[src/rtl/ser16_tx.sv]
// rtl/ser16_tx.sv - bit-serial 16-bit word transmitter (start, 16 data, optional parity, stop); parity enabled by SER16_PARITY_EN
module ser16_tx #(
    parameter int CLKS_PER_BIT = 4
) (
    input  logic        clock,
    input  logic        reset_n,
    input  logic [0:15] in,
    input  logic        in_valid,
    output logic        in_ready,
    output logic        tx,
    output logic        busy,
    output logic        done
);

    localparam logic [15:0] DIV_MAX = 16'(CLKS_PER_BIT - 1);

    typedef enum logic [2:0] {
        IDLE,
        START,
        DATA,
`ifdef SER16_PARITY_EN
        PARITY,
`endif
        STOP
    } state_t;

    state_t      state, nstate;
    logic [15:0] div, ndiv;
    logic [4:0]  cnt, ncnt;
    logic [0:15] shift, nshift;
    logic        ntx;
    logic        div_end;
    logic        accept;
`ifdef SER16_PARITY_EN
    logic        par;
`endif

    assign div_end = (div == DIV_MAX);
    assign accept  = (state == IDLE) && in_valid;

    // Next-state, divider, bit counter and shift register; outputs are derived from the next state so they register cleanly
    always_comb begin
        nstate = state;
        ndiv   = div;
        ncnt   = cnt;
        nshift = shift;
        unique case (state)
            IDLE: begin
                if (in_valid) begin
                    nstate = START;
                    ndiv   = '0;
                    ncnt   = '0;
                    nshift = in;
                end
            end
            START: begin
                if (div_end) begin
                    nstate = DATA;
                    ndiv   = '0;
                    ncnt   = '0;
                end else begin
                    ndiv = div + 16'd1;
                end
            end
            DATA: begin
                if (div_end) begin
                    ndiv   = '0;
                    nshift = {shift[1:15], 1'b0};
                    if (cnt == 5'd15) begin
`ifdef SER16_PARITY_EN
                        nstate = PARITY;
`else
                        nstate = STOP;
`endif
                    end else begin
                        ncnt = cnt + 5'd1;
                    end
                end else begin
                    ndiv = div + 16'd1;
                end
            end
`ifdef SER16_PARITY_EN
            PARITY: begin
                if (div_end) begin
                    nstate = STOP;
                    ndiv   = '0;
                end else begin
                    ndiv = div + 16'd1;
                end
            end
`endif
            STOP: begin
                if (div_end) begin
                    nstate = IDLE;
                    ndiv   = '0;
                end else begin
                    ndiv = div + 16'd1;
                end
            end
            default: begin
                nstate = IDLE;
                ndiv   = '0;
            end
        endcase
    end

    // Line level that the next state will drive
    always_comb begin
        ntx = 1'b1;
        unique case (nstate)
            START:   ntx = 1'b0;
            DATA:    ntx = nshift[0];
`ifdef SER16_PARITY_EN
            PARITY:  ntx = par;
`endif
            default: ntx = 1'b1;
        endcase
    end

    // FSM state and registered outputs; reset forces the line high without waiting for a clock
    always_ff @(posedge clock or negedge reset_n) begin
        if (!reset_n) begin
            state    <= IDLE;
            div      <= '0;
            cnt      <= '0;
            shift    <= '0;
            tx       <= 1'b1;
            in_ready <= 1'b1;
            busy     <= 1'b0;
            done     <= 1'b0;
`ifdef SER16_PARITY_EN
            par      <= 1'b0;
`endif
        end else begin
            state    <= nstate;
            div      <= ndiv;
            cnt      <= ncnt;
            shift    <= nshift;
            tx       <= ntx;
            in_ready <= (nstate == IDLE);
            busy     <= (nstate != IDLE);
            done     <= (nstate == STOP) && (ndiv == DIV_MAX);
`ifdef SER16_PARITY_EN
            if (accept) begin
                par <= ^in;
            end
`endif
        end
    end

endmodule

[config.mk]
export PLATFORM = sky130hd
export DESIGN_NAME = ser16_tx
export DESIGN_NICKNAME = d
export VERILOG_FILES = /design/src/rtl/ser16_tx.sv
export SDC_FILE = /design/constraint.sdc
export NUM_CORES = 1
export LEC_CHECK = 0
export CAP_MARGIN = 20
export CORE_ASPECT_RATIO = 1.25
export CORE_MARGIN = 5
export CORE_UTILIZATION = 57
export CTS_CLUSTER_SIZE = 40
export DETAILED_ROUTE_END_ITERATION = 6
export PLACE_DENSITY = 0.84
export SLEW_MARGIN = 20
export SYNTH_ARGS = -nofsm -noshare
export SYNTH_HDL_FRONTEND = slang
export SYNTH_SLANG_ARGS = --single-unit
export TNS_END_PERCENT = 50
[constraint.sdc]
create_clock -name clock -period 2.6 [get_ports clock]
set_input_delay 0.52 -clock clock [delete_from_list [all_inputs] [get_ports clock]]
set_output_delay 0.52 -clock clock [all_outputs]
set_load 0.02 [all_outputs]
==> results of run 1 <==
==> sequential cells by signal (all words and copies together), names as in the netlist <==
register  cells
in_ready      1
done          1
busy          1
cnt           5
state         3
shift        16
div          16
tx            1
==> cell usage after synthesis (4+ instances only) <==
library cell / instances / area [um^2]
sky130_fd_sc_hd__nand2_1: 42 / 158
sky130_fd_sc_hd__a31oi_1: 5 / 31.3
sky130_fd_sc_hd__and3_1: 6 / 37.5
sky130_fd_sc_hd__clkbuf_1: 8 / 30.0
sky130_fd_sc_hd__o31ai_1: 7 / 52.6
sky130_fd_sc_hd__o21ai_0: 13 / 65.1
sky130_fd_sc_hd__nand3_1: 6 / 30.0
sky130_fd_sc_hd__a22oi_1: 15 / 113
sky130_fd_sc_hd__inv_1: 6 / 22.5
sky130_fd_sc_hd__dfrtp_1: 42 / 1050
sky130_fd_sc_hd__nand4_1: 4 / 25.0
sky130_fd_sc_hd__a22o_1: 6 / 52.6
sky130_fd_sc_hd__nor4_2: 4 / 50.1
sky130_fd_sc_hd__nor3_1: 9 / 45.0
sky130_fd_sc_hd__nor2_1: 10 / 37.5
==> how the worst max path moves through the flow <==
stage	end	slack, ns	cells after the start
finish	done$_DFF_PN0_	0.11	7
global route	done$_DFF_PN0_	-0.009	7
CTS	done$_DFF_PN0_	0.03	8
detailed placement	done$_DFF_PN0_	0.07	8
global placement	done$_DFF_PN0_	0.12	6
floorplan	done$_DFF_PN0_	0.23	7
==> area by class of cell <==
| class | count | share of cell area (%) |
|---|---|---|
| Multi-Input combinational cell | 186 | 40.6 |
| Sequential cell | 44 | 37.3 |
| Timing Repair Buffer | 52 | 15.3 |
| Tap cell | 56 | 2.36 |
| Clock buffer | 5 | 2.32 |
| Clock inverter | 3 | 1.43 |
| Inverter | 6 | 0.759 |
==> power by group through the flow <==
stage	registers (mW)	clock network, mW	logic (mW)
3_5_place_dp	0.787	0	0.175
3_3_place_gp	0.782	0	0.168
6_report	0.775	0.535	0.179
4_1_cts	0.774	0.537	0.177
5_1_grt	0.780	0.571	0.200
2_1_floorplan	0.777	0	0.0912
==> metal layers <==
metal	global-route usage, %	vias to the layer above	part of all wire (%)
met2	42.1	94	52
met4	13.9	0	5.4
met5	0	-	0
met3	6.36	33	5.5
met1	27.5	1061	38
li1	-	1027	-
==> cell usage in the layout (no fill, tap or decap), types with 4 or more instances in the layout <==
| cell | synthesis | final |
|---|---|---|
| sky130_fd_sc_hd__nand2_1 | 42 | 42 |
| sky130_fd_sc_hd__and3_1 | 6 | 6 |
| sky130_fd_sc_hd__inv_1 | 6 | 6 |
| sky130_fd_sc_hd__a31oi_1 | 5 | 5 |
| sky130_fd_sc_hd__clkdlybuf4s50_1 | 0 | 21 |
| sky130_fd_sc_hd__dfrtp_1 | 42 | 39 |
| sky130_fd_sc_hd__nor2_1 | 10 | 10 |
| sky130_fd_sc_hd__buf_4 | 1 | 29 |
| sky130_fd_sc_hd__o21ai_0 | 13 | 12 |
| sky130_fd_sc_hd__nand4_1 | 4 | 4 |
| sky130_fd_sc_hd__nor4_2 | 4 | 4 |
| sky130_fd_sc_hd__nand3_1 | 6 | 6 |
| sky130_fd_sc_hd__a22oi_1 | 15 | 15 |
| sky130_fd_sc_hd__nor3_1 | 9 | 9 |
| sky130_fd_sc_hd__a22o_1 | 6 | 6 |
| sky130_fd_sc_hd__clkbuf_8 | 0 | 5 |
| sky130_fd_sc_hd__o31ai_1 | 7 | 7 |
==> repair_timing <==
item | in CTS | in global routing
endpoints found under the setup margin | 0 | 1
gates resized for setup | 0 | 8
buffers inserted | 0 | 4
==> logic make-up after synthesis <==
| logic type | synth area share (%) |
|---|---|
| buffers and inverters | 4.08 |
| adder cells (fa/ha/maj) | 1.57 |
| AND/OR/NAND/NOR | 26.2 |
| AO/OA/AOI/OAI | 21.5 |
| other | 0.157 |
| XOR/XNOR | 0.366 |
| flip-flops | 46.1 |
==> critical path, cell delays in order (launching register included) <==
cell and delay, ns:
sky130_fd_sc_hd__dfrtp_1 0.40, sky130_fd_sc_hd__ha_2 0.23, sky130_fd_sc_hd__nor4b_4 0.25, sky130_fd_sc_hd__nand4_2 0.21, sky130_fd_sc_hd__or3_1 0.36, sky130_fd_sc_hd__a21o_1 0.20
sky130_fd_sc_hd__or4b_4 0.53, sky130_fd_sc_hd__nor4_2 0.21
==> results summary, run 1 <==
The flow ran to the end, and the final reports show no timing, DRC or antenna violations. The initial antenna violation count came out at 0. The growth of design area from synthesis to finish came out at 24.0%. The utilization of the core after routing came out at 73.0%. The count of hold-fix buffers inserted at cts came out at 0. After detailed routing, the number of vias per cell comes to 6.29. Power comes to ~1.5 mW. The number of nets with antenna violations after detailed routing came out at 0. The total placed cells including tap cells came out at 340. The final count of pins violating max slew is 0. The total number of nets in the final design came out at 317. The level count of the clock H-tree is 2. The worst-case headroom to the max-slew limit came out at 35.4%. Dividing the final minimum period by the clock period gives 95.6%. Summing all non-filler instances in the final layout gives an area of 0.00297 mm^2.

Setup violations remaining at the end of the flow were counted as 0. The critical path data arrival time is around 2.7 ns. After detailed routing, the number of remaining DRC violations is 0. The standard cell area after detailed placement came out at ~0.0028 mm^2. Excluding fillers, the count of instances in the completed layout stands at roughly 350. The setup slack after layout is 0.114 ns. The worst ir drop on vdd is 415 uV. The final wirelength came out at between 6000 and 7000 um. Counting flops and latches in the post-synthesis netlist gives 44. The net switching power came out at 0.384 mW. The clock share of power is between 30 and 40%. For this design the static power due to leakage is roughly 1.3 nW. The CTS tree is yes.

The I/O pin total is 23. For this configuration, the core starts out at a cell density of 58.9%. Across the routed clock network, the largest skew measured is 0.0122 ns. The antenna cell count came out at 0.

After routing, the total negative slack on setup checks comes to 0 ns. The sequential element share of the synthesized area is between 40% and 50%. The average size of a mapped cell is roughly 9.6 um^2. The weighted congestion reported at the end of routability-driven placement is 0.961.

Hold timing on the final database bottoms out at a slack of 0.363 ns. The power per standard cell area came out at 502 mW/mm^2. The clock-pin transition on the worst setup and hold timing paths is 0.09 ns. The pin count of the biggest net entering global routing is 45. The wire length per cell is between 15 and 20 um. The clock latency of the later-clocked register in the worst-skew pair is 0.31 ns. The layout filler cell count is 300. The maximum buffer depth of the clock tree came out at 2.

In this run the worst setup path begins at div[1]$_DFF_PN0_. The startpoint identified for the worst register-to-register timing path is div[1]$_DFF_PN0_. The setup slack of the most critical reg-to-reg path is 0.11 ns. The top achievable clock speed came out at 402 MHz. The total global-route track usage is 24.7%. The count of different cell masters after synthesis is 57. The post-place setup slack is 0.0698 ns. Clock tree synthesis selected as its root buffer the cell sky130_fd_sc_hd__clkbuf_8. The floorplan step defined a die boundary enclosing roughly 0.0056 mm^2. The clock period minus final worst setup slack is 2.49 ns. The number of synthesized flops with an enable pin came out at 0. The worst-case reg-to-reg path depth is 7.

Of all nets on the critical path, the largest fanout is 5. The register share of total power came out at 52.1%. The switching part of the total power is 25.8%. The post-synthesis cell count came out at 250. The prevailing post-synth register cell is sky130_fd_sc_hd__dfrtp_1.

The multi-input combinational cells in the finished layout cover a total of 0.00120 mm^2. The number of rows in the core area is 26. The internal portion of the total power is 1.11 mW. The netlist area before placement is about 0.0024 mm^2. The number of I/O port buffers is 22. For this block, the initial DRC count from the detailed router was between 200 and 300. The synthesized net count came out at 272. The total count of hold-check failures in the final report came to 0. The proportion of register bits with asynchronous set or reset after synthesis is 100%. The max-capacitance violation count came out at 0.

The remaining global-route overflow came out at 0. The number of clock sinks is 44. At the worst endpoint, the required time is 2.82 ns. The placeable core region is 0.00407 mm^2. The endpoint identified for the worst register-to-register timing path is done$_DFF_PN0_.

The wire length of the first global-routing pass is 10200 um. The critical path is of the flip-flop to flip-flop type. The number of clock buffers inserted by TritonCTS is 5.

The overall die height is 82.5 um. The count of yosys warnings during synthesis came out at 0. Before antenna repair, the detailed router went through 4 iterations. In the final layout, flip-flops and latches occupy 0.00111 mm^2. The die is 68.0 um wide. STA classifies the critical path startpoint as a flip-flop.

The number of global-route vias before repair came out at between 2000 and 2500. The worst hold path belongs to the class primary input to async pin. For the pin with the worst max-slew slack, the measured transition is roughly 0.97 ns. Of the cells placed in the final design, the portion with a size suffix greater than 1 is roughly a fifth. The routed layout has 2215 vias.

The worst setup path is captured at a flip-flop. The HPWL after detailed placement came out at between 4000 and 5000 um. The share of total power in combinational logic is 12.0%.
(Power assumes the default switching activity.)
==> run 2, diff against run 1 <==
--- a/config.mk
+++ b/config.mk
@@ -11,6 +11,7 @@
 export CORE_UTILIZATION = 57
 export CTS_CLUSTER_SIZE = 40
 export DETAILED_ROUTE_END_ITERATION = 6
+export GPL_ROUTABILITY_DRIVEN = 0
 export PLACE_DENSITY = 0.84
 export SLEW_MARGIN = 20
 export SYNTH_ARGS = -nofsm -noshare
==> results summary, run 2 (synthesis results as in run 1) <==
The register share of total power came out at 52.7%. The count of buffer and inverter cells on the critical path is 0. The worst slack on hold paths is about 0.16 ns. The first TritonRoute pass finished after 5 iterations. In the final layout, the multi-input gates occupy around 0.0012 mm^2. The remaining global-route overflow is 0. The number of antenna diodes in the final layout is 0. The number of I/O port buffers came out at 22. The flow ran to the end, and the final reports show no timing, DRC or antenna violations. The clock period minus final worst setup slack is 2.56 ns. The final count of pins violating max slew was 0. The number of failing setup endpoints in the final timing report came out at 0. The CTS tree is yes.

The share of total power dissipated in combinational logic is 12.2%. The initial antenna violation count came to 0. The number of clock buffers inserted by TritonCTS is 5. The number of rows in the core area came out at 26. The max-capacitance violation count came out at 0. Of all nets on the critical path, the largest fanout is 8. The worst setup path is launched from a flip-flop. The number of global-route vias before repair came out at 2102. The family of cells with the greatest summed delay on the critical path is simple AND/OR/NAND/NOR gates.

The power per standard cell area came out at 502 mW/mm^2. The total placed cells including tap cells is between 300 and 400. In this run the critical register-to-register path is launched from div[5]$_DFF_PN0_. The die area is 0.00560 mm^2. The remaining design rule violation count came out at 0. The static leakage power is about 1.3 nW. The internal power came out at 1.11 mW.

The overall power is about 1.5 mW. After the flow finishes, the layout carries non-filler instances totaling 349. The growth of design area from synthesis to finish is 21.9%.

In the global route stage, overall resource usage came out at 23.7%. The die is 82.5 um tall. The net switching power came out at 0.359 mW. The critical path depth in cells is 6. The switching part of the total power is 24.5%.

The combined flip-flop and latch cell area came out at between 0.001 and 0.0015 mm^2. Tracing the worst setup path back leads to its startpoint at div[5]$_DFF_PN0_. The via-per-instance ratio is between 6 and 7. The critical path is of the flip-flop to flip-flop type. The master cell of the clock root buffer is sky130_fd_sc_hd__clkbuf_8. After legalization and detailed placement, the total HPWL measured roughly 4400 um.

The wire length per cell is 17.1 um. The worst hold path belongs to the class primary input to async pin. The number of nets with antenna violations after detailed routing is 0.

The layout filler cell count came out at slightly below 300. The die is 68.0 um wide. CTS saw 44 sinks. The net count of the finished layout is 314. The first routing iteration left 169 violations. The worst ir drop on vdd is 367 uV. The clock skew after layout is around 0.0085 ns. After clock tree synthesis, the clock-pin slew on the worst setup and hold paths is approximately 0.080 ns. For this configuration, the core starts out at a cell density of 58.9%. The endpoint identified for the worst register-to-register timing path is done$_DFF_PN0_.

The critical path data arrival time came out at 2.77 ns. The fraction of final layout cells with drive strength greater than 1 came out at between 10% and 20%. The worst-case reg-to-reg path depth came out at 6. The clock latency of the later-clocked register in the worst-skew pair is 0.30 ns.

The utilization of the core after routing is 71.7%. The setup slack of the most critical reg-to-reg path is 0.04 ns. The I/O pin total came out at 23. The largest registers in the layout are div: 16 flops, shift: 16 flops, cnt: 5 flops. The clock share of power came out at between 30% and 40%.

The termination of the worst setup path is done$_DFF_PN0_. The final wirelength came out at 5960 um. The cell with the largest stage delay on the worst path is sky130_fd_sc_hd__or4bb_1. The level count of the clock H-tree is 2. The core region is a little over 0.004 mm^2.

The first global-routing pass estimated 9850 um of wire. The total count of hold-check failures in the final report came out at 0. The data required time of the worst path came out at 2.81 ns. The top achievable clock speed came out at 391 MHz. On the worst path, the slowest cell contributes a delay of 0.52 ns. Traced cell by cell, the critical path runs through nand4_1 > nor3_4 > a311oi_1 > o21ai_0 > or4bb_1 > nor4_2. Dividing the final minimum period by the clock period gives 98.3%.

The worst setup path is captured at a flip-flop. Entering global routing, the biggest net connects 26 pins. The maximum buffer depth of the clock tree is 2.

The routed layout has 2162 vias. Leaving out fill and tap cells, the most frequent cells in the layout are sky130_fd_sc_hd__nand2_1 (42), sky130_fd_sc_hd__dfrtp_1 (42), sky130_fd_sc_hd__buf_4 (27).
==> run 2: changes by cell type in the layout (fill, tap and decap cells not counted), sizes merged <==
cell      change
clkbuf        +1
buf           -3
clkinvlp      -1
==> run 2: what timing repair did <==
item	in CTS	in global routing
buffers inserted	0	2
endpoints found under the setup margin	0	3
resized for setup	0	2
hold buffers	0	0
==> run 2: worst min-delay path by stage <==
stage	from	to	slack, ns	cells after the start
2_1_floorplan	reset_n	busy$_DFF_PN0_	0.22	0
3_3_place_gp	shift[1]$_DFFE_PN0P_	shift[1]$_DFFE_PN0P_	0.45	2
3_5_place_dp	shift[1]$_DFFE_PN0P_	shift[1]$_DFFE_PN0P_	0.46	2
4_1_cts	reset_n	div[14]$_DFF_PN0_	0.17	1
5_1_grt	reset_n	div[10]$_DFF_PN0_	0.20	1
6_report	reset_n	div[4]$_DFF_PN0_	0.16	1
==> run 2: stage by stage <==
stage	setup TNS [ns]	cell area (um^2)	setup slack (ns)
finish	0	2920	0.0439
global route	-0.0781	2920	-0.0781
CTS	0	2900	0.0651
detailed placement	0	2790	0.0390
global placement	0	2790	0.0621
floorplan	0	2390	0.232
==> run 2: final cells by class <==
cell class	count	area share, %
multi-input cells	186	41.0
repair buffers	49	14.3
inverters	6	0.772
clock inverters	2	1.20
clock buffers	6	2.49
flip-flops and latches	44	37.8
well taps	56	2.40
==> run 2: power groups by stage <==
stage	Sequential, mW	Clock [mW]	Combinational, mW
after floorplan	0.777	0	0.0912
after global placement	0.781	0	0.172
after detailed placement	0.783	0	0.177
after CTS	0.771	0.529	0.177
after global routing	0.778	0.545	0.200
final	0.771	0.515	0.178
==> run 2: worst register-to-register path: cells and delay by family (launching register included) <==
family / cells / cell delay (ns)
simple gates: 4 / 1.57
compound gates: 2 / 0.40
flops: 1 / 0.50
==> run 2: layer usage <==
metal,track usage [%],share of wire [%]
met3,4.87,5.0
met2,40.6,51
met1,27.6,41
met5,0,0
met4,12.1,3.8
==> run 3, diff against run 2 <==
--- a/config.mk
+++ b/config.mk
@@ -12,7 +12,7 @@
 export CTS_CLUSTER_SIZE = 40
 export DETAILED_ROUTE_END_ITERATION = 6
 export GPL_ROUTABILITY_DRIVEN = 0
-export PLACE_DENSITY = 0.84
+export PLACE_DENSITY = 0.86
 export SLEW_MARGIN = 20
 export SYNTH_ARGS = -nofsm -noshare
 export SYNTH_HDL_FRONTEND = slang
==> constraint.sdc (replaced) <==
create_clock -name clock -period 2.65 [get_ports clock]
set_input_delay 0.53 -clock clock [delete_from_list [all_inputs] [get_ports clock]]
set_output_delay 0.53 -clock clock [all_outputs]
set_load 0.02 [all_outputs]
==> results summary, run 3 (synthesis results as in run 1) <==
The flow ran to the end, and the final reports show no timing, DRC or antenna violations. In the final timing run, aggregate negative setup slack is 0 ns. The wire length per cell came out at 17.0 um. The clock-pin transition on the worst setup and hold timing paths is ~0.080 ns. Leaving out fill and tap cells, the most frequent cells in the layout are sky130_fd_sc_hd__nand2_1 (42), sky130_fd_sc_hd__dfrtp_1 (42), sky130_fd_sc_hd__buf_4 (22).

The worst ir drop on vdd is 423 uV. The pin count of the biggest net entering global routing is 45. The final layout contains routed wiring with a total length of 5840 um. Combinational logic is responsible for roughly 12% of the overall power. The critical path data arrival time came out at between 2 and 3 ns. The worst-case headroom to the max-slew limit came out at 59.6%.

The die boundary width is 68.0 um. The clock passes through at most 2 buffers. TritonCTS built the clock tree.

Dividing the detail-routed via count by the number of cells gives 6.37. The total number of nets in the final design is between 300 and 400. The clock period minus final worst setup slack came out at 2.56 ns.

The max-capacitance violation count came out at 0. The antenna cell count is 0. The initialized floorplan defines 26 standard-cell rows.

The largest registers in the layout are div: 16 flops, shift: 16 flops, cnt: 5 flops. The HPWL after detailed placement is 4300 um. The data required time of the worst path came out at 2.85 ns. The level count of the clock H-tree came out at 2. The register share of total power came out at 52.6%. The count of hold-fix buffers inserted at cts is 0. Post-CTS timing repair inserted 0 buffers for setup. The worst setup path is captured at a flip-flop. Setup violations remaining at the end of the flow were counted as 0. The power per standard cell area is 495 mW/mm^2. The part of the cycle the worst path needs came out at 96.7%.

The clock latency of the later-clocked register in the worst-skew pair came out at 0.29 ns. The number of global-route vias before repair came out at ~2100. The growth of design area from synthesis to finish is 21.2%. In this run the top signal layer used is met4.

Counting every sink on the clock net gives 44. Post-CTS repair changed the size of 0 cells. Summed over all nets, wire length on met2 after detailed routing comes to 3020 um. For this design the top-level I/O count stands at 23. In this run the remaining antenna-violating nets after routing total 0. The initial antenna violation count was 0. The maximum fanout along the worst path is 17. The setup slack after layout came out at ~0.09 ns. The placeable core region came out at between 0.004 and 0.005 mm^2. The remaining global-route overflow came out at 0.

Net switching is 24.4% of the power. The number of I/O port buffers came out at 22. The total count of hold-check failures in the final report was 0. The total global-route track usage came out at approximately a quarter. The die is 82.5 um tall. The clock skew after layout is roughly 0.0073 ns. The number of iterations in the first detailed-routing pass is 5. The path class of the tightest hold or removal check is primary input to async pin.

The wire length of the first global-routing pass is 9850 um. The post-place setup slack came out at 0.0364 ns. The final count of pins violating max slew is 0.

The die area came out at 0.00560 mm^2. The remaining design rule violation count came out at 0. The met1 wire length is 2230 um. TritonCTS created 5 clock buffers.

The static leakage power came out at 1.26 nW. The via count of the routed design came out at about 2200. By startpoint and endpoint, the worst setup path is classified as flip-flop to flip-flop. Of the cells placed in the final design, the portion with a size suffix greater than 1 is ~15%.

The initial utilization of the core area, before any placement, comes to 58.9%. The pin slew with the least headroom to its limit is 0.598 ns. Summed over all nets, the switching power comes to about 0.35 mW. STA classifies the critical path startpoint as a flip-flop. The clock network is responsible for 35.0% of the overall power. The master cell of the clock root buffer is sky130_fd_sc_hd__clkbuf_8. The internal power of the cells totals 1.09 mW. Static timing analysis puts the maximum clock frequency at 390 MHz. The initial detailed-routing violation count is 323. The detailed route wirelength on metal3 came out at 358 um.
run 3: power groups by stage:
stage | clock network (mW) | logic [mW] | registers [mW]
after floorplan | 0 | 0.0895 | 0.763
after global placement | 0 | 0.170 | 0.765
after detailed placement | 0 | 0.177 | 0.766
after CTS | 0.516 | 0.177 | 0.754
after global routing | 0.541 | 0.200 | 0.761
final | 0.502 | 0.178 | 0.755
run 3: final cells by class:
class / instances / area [um^2]
inverter: 6 / 22.5
multi-input combinational: 186 / 1200
fill: 306 / 1170
clock buffer: 6 / 72.6
tap: 56 / 70.1
sequential: 44 / 1100
timing repair buffer: 44 / 395
clock inverter: 2 / 35.0
run 3: per-stage QoR:
stage,hold WS [ns],power [mW],cells,area (um^2),utilization (%)
after floorplan,0.234,0.852,250,2390,-
final,0.227,1.44,344,2900,71.3
after global placement,0.454,0.935,336,2780,68.4
after CTS,0.417,1.45,344,2890,71.0
after global routing,0.271,1.50,344,2900,71.3
after detailed placement,0.460,0.942,336,2780,68.4
run 3: worst paths after layout:
kind	slack (ns)	depth (start not counted)	endpoint	startpoint
setup / recovery	0.09	7	done$_DFF_PN0_	div[6]$_DFF_PN0_
hold / removal	0.23	1	div[4]$_DFF_PN0_	reset_n
setup reg to reg	0.09	7	done$_DFF_PN0_	div[6]$_DFF_PN0_
hold reg to reg	0.48	2	shift[1]$_DFFE_PN0P_	shift[1]$_DFFE_PN0P_
max in group asynchronous	2.04	1	shift[6]$_DFFE_PN0P_	reset_n
min in group clock	0.48	2	shift[1]$_DFFE_PN0P_	shift[1]$_DFFE_PN0P_
run 3: worst max-delay path: stages, from the launching register on:
cell and delay [ns]:
sky130_fd_sc_hd__dfrtp_1 0.45, sky130_fd_sc_hd__nor4_2 0.45, sky130_fd_sc_hd__and4_1 0.31, sky130_fd_sc_hd__buf_12 0.16
sky130_fd_sc_hd__nor2_2 0.08, sky130_fd_sc_hd__a22o_1 0.26, sky130_fd_sc_hd__or4b_1 0.51, sky130_fd_sc_hd__nor4_2 0.26
run 3: layer usage:
layer	GRT usage, %	up-vias
li1	-	1016
met1	28.4	1027
met2	38.7	123
met3	3.38	24
met4	13.7	0
met5	0	-
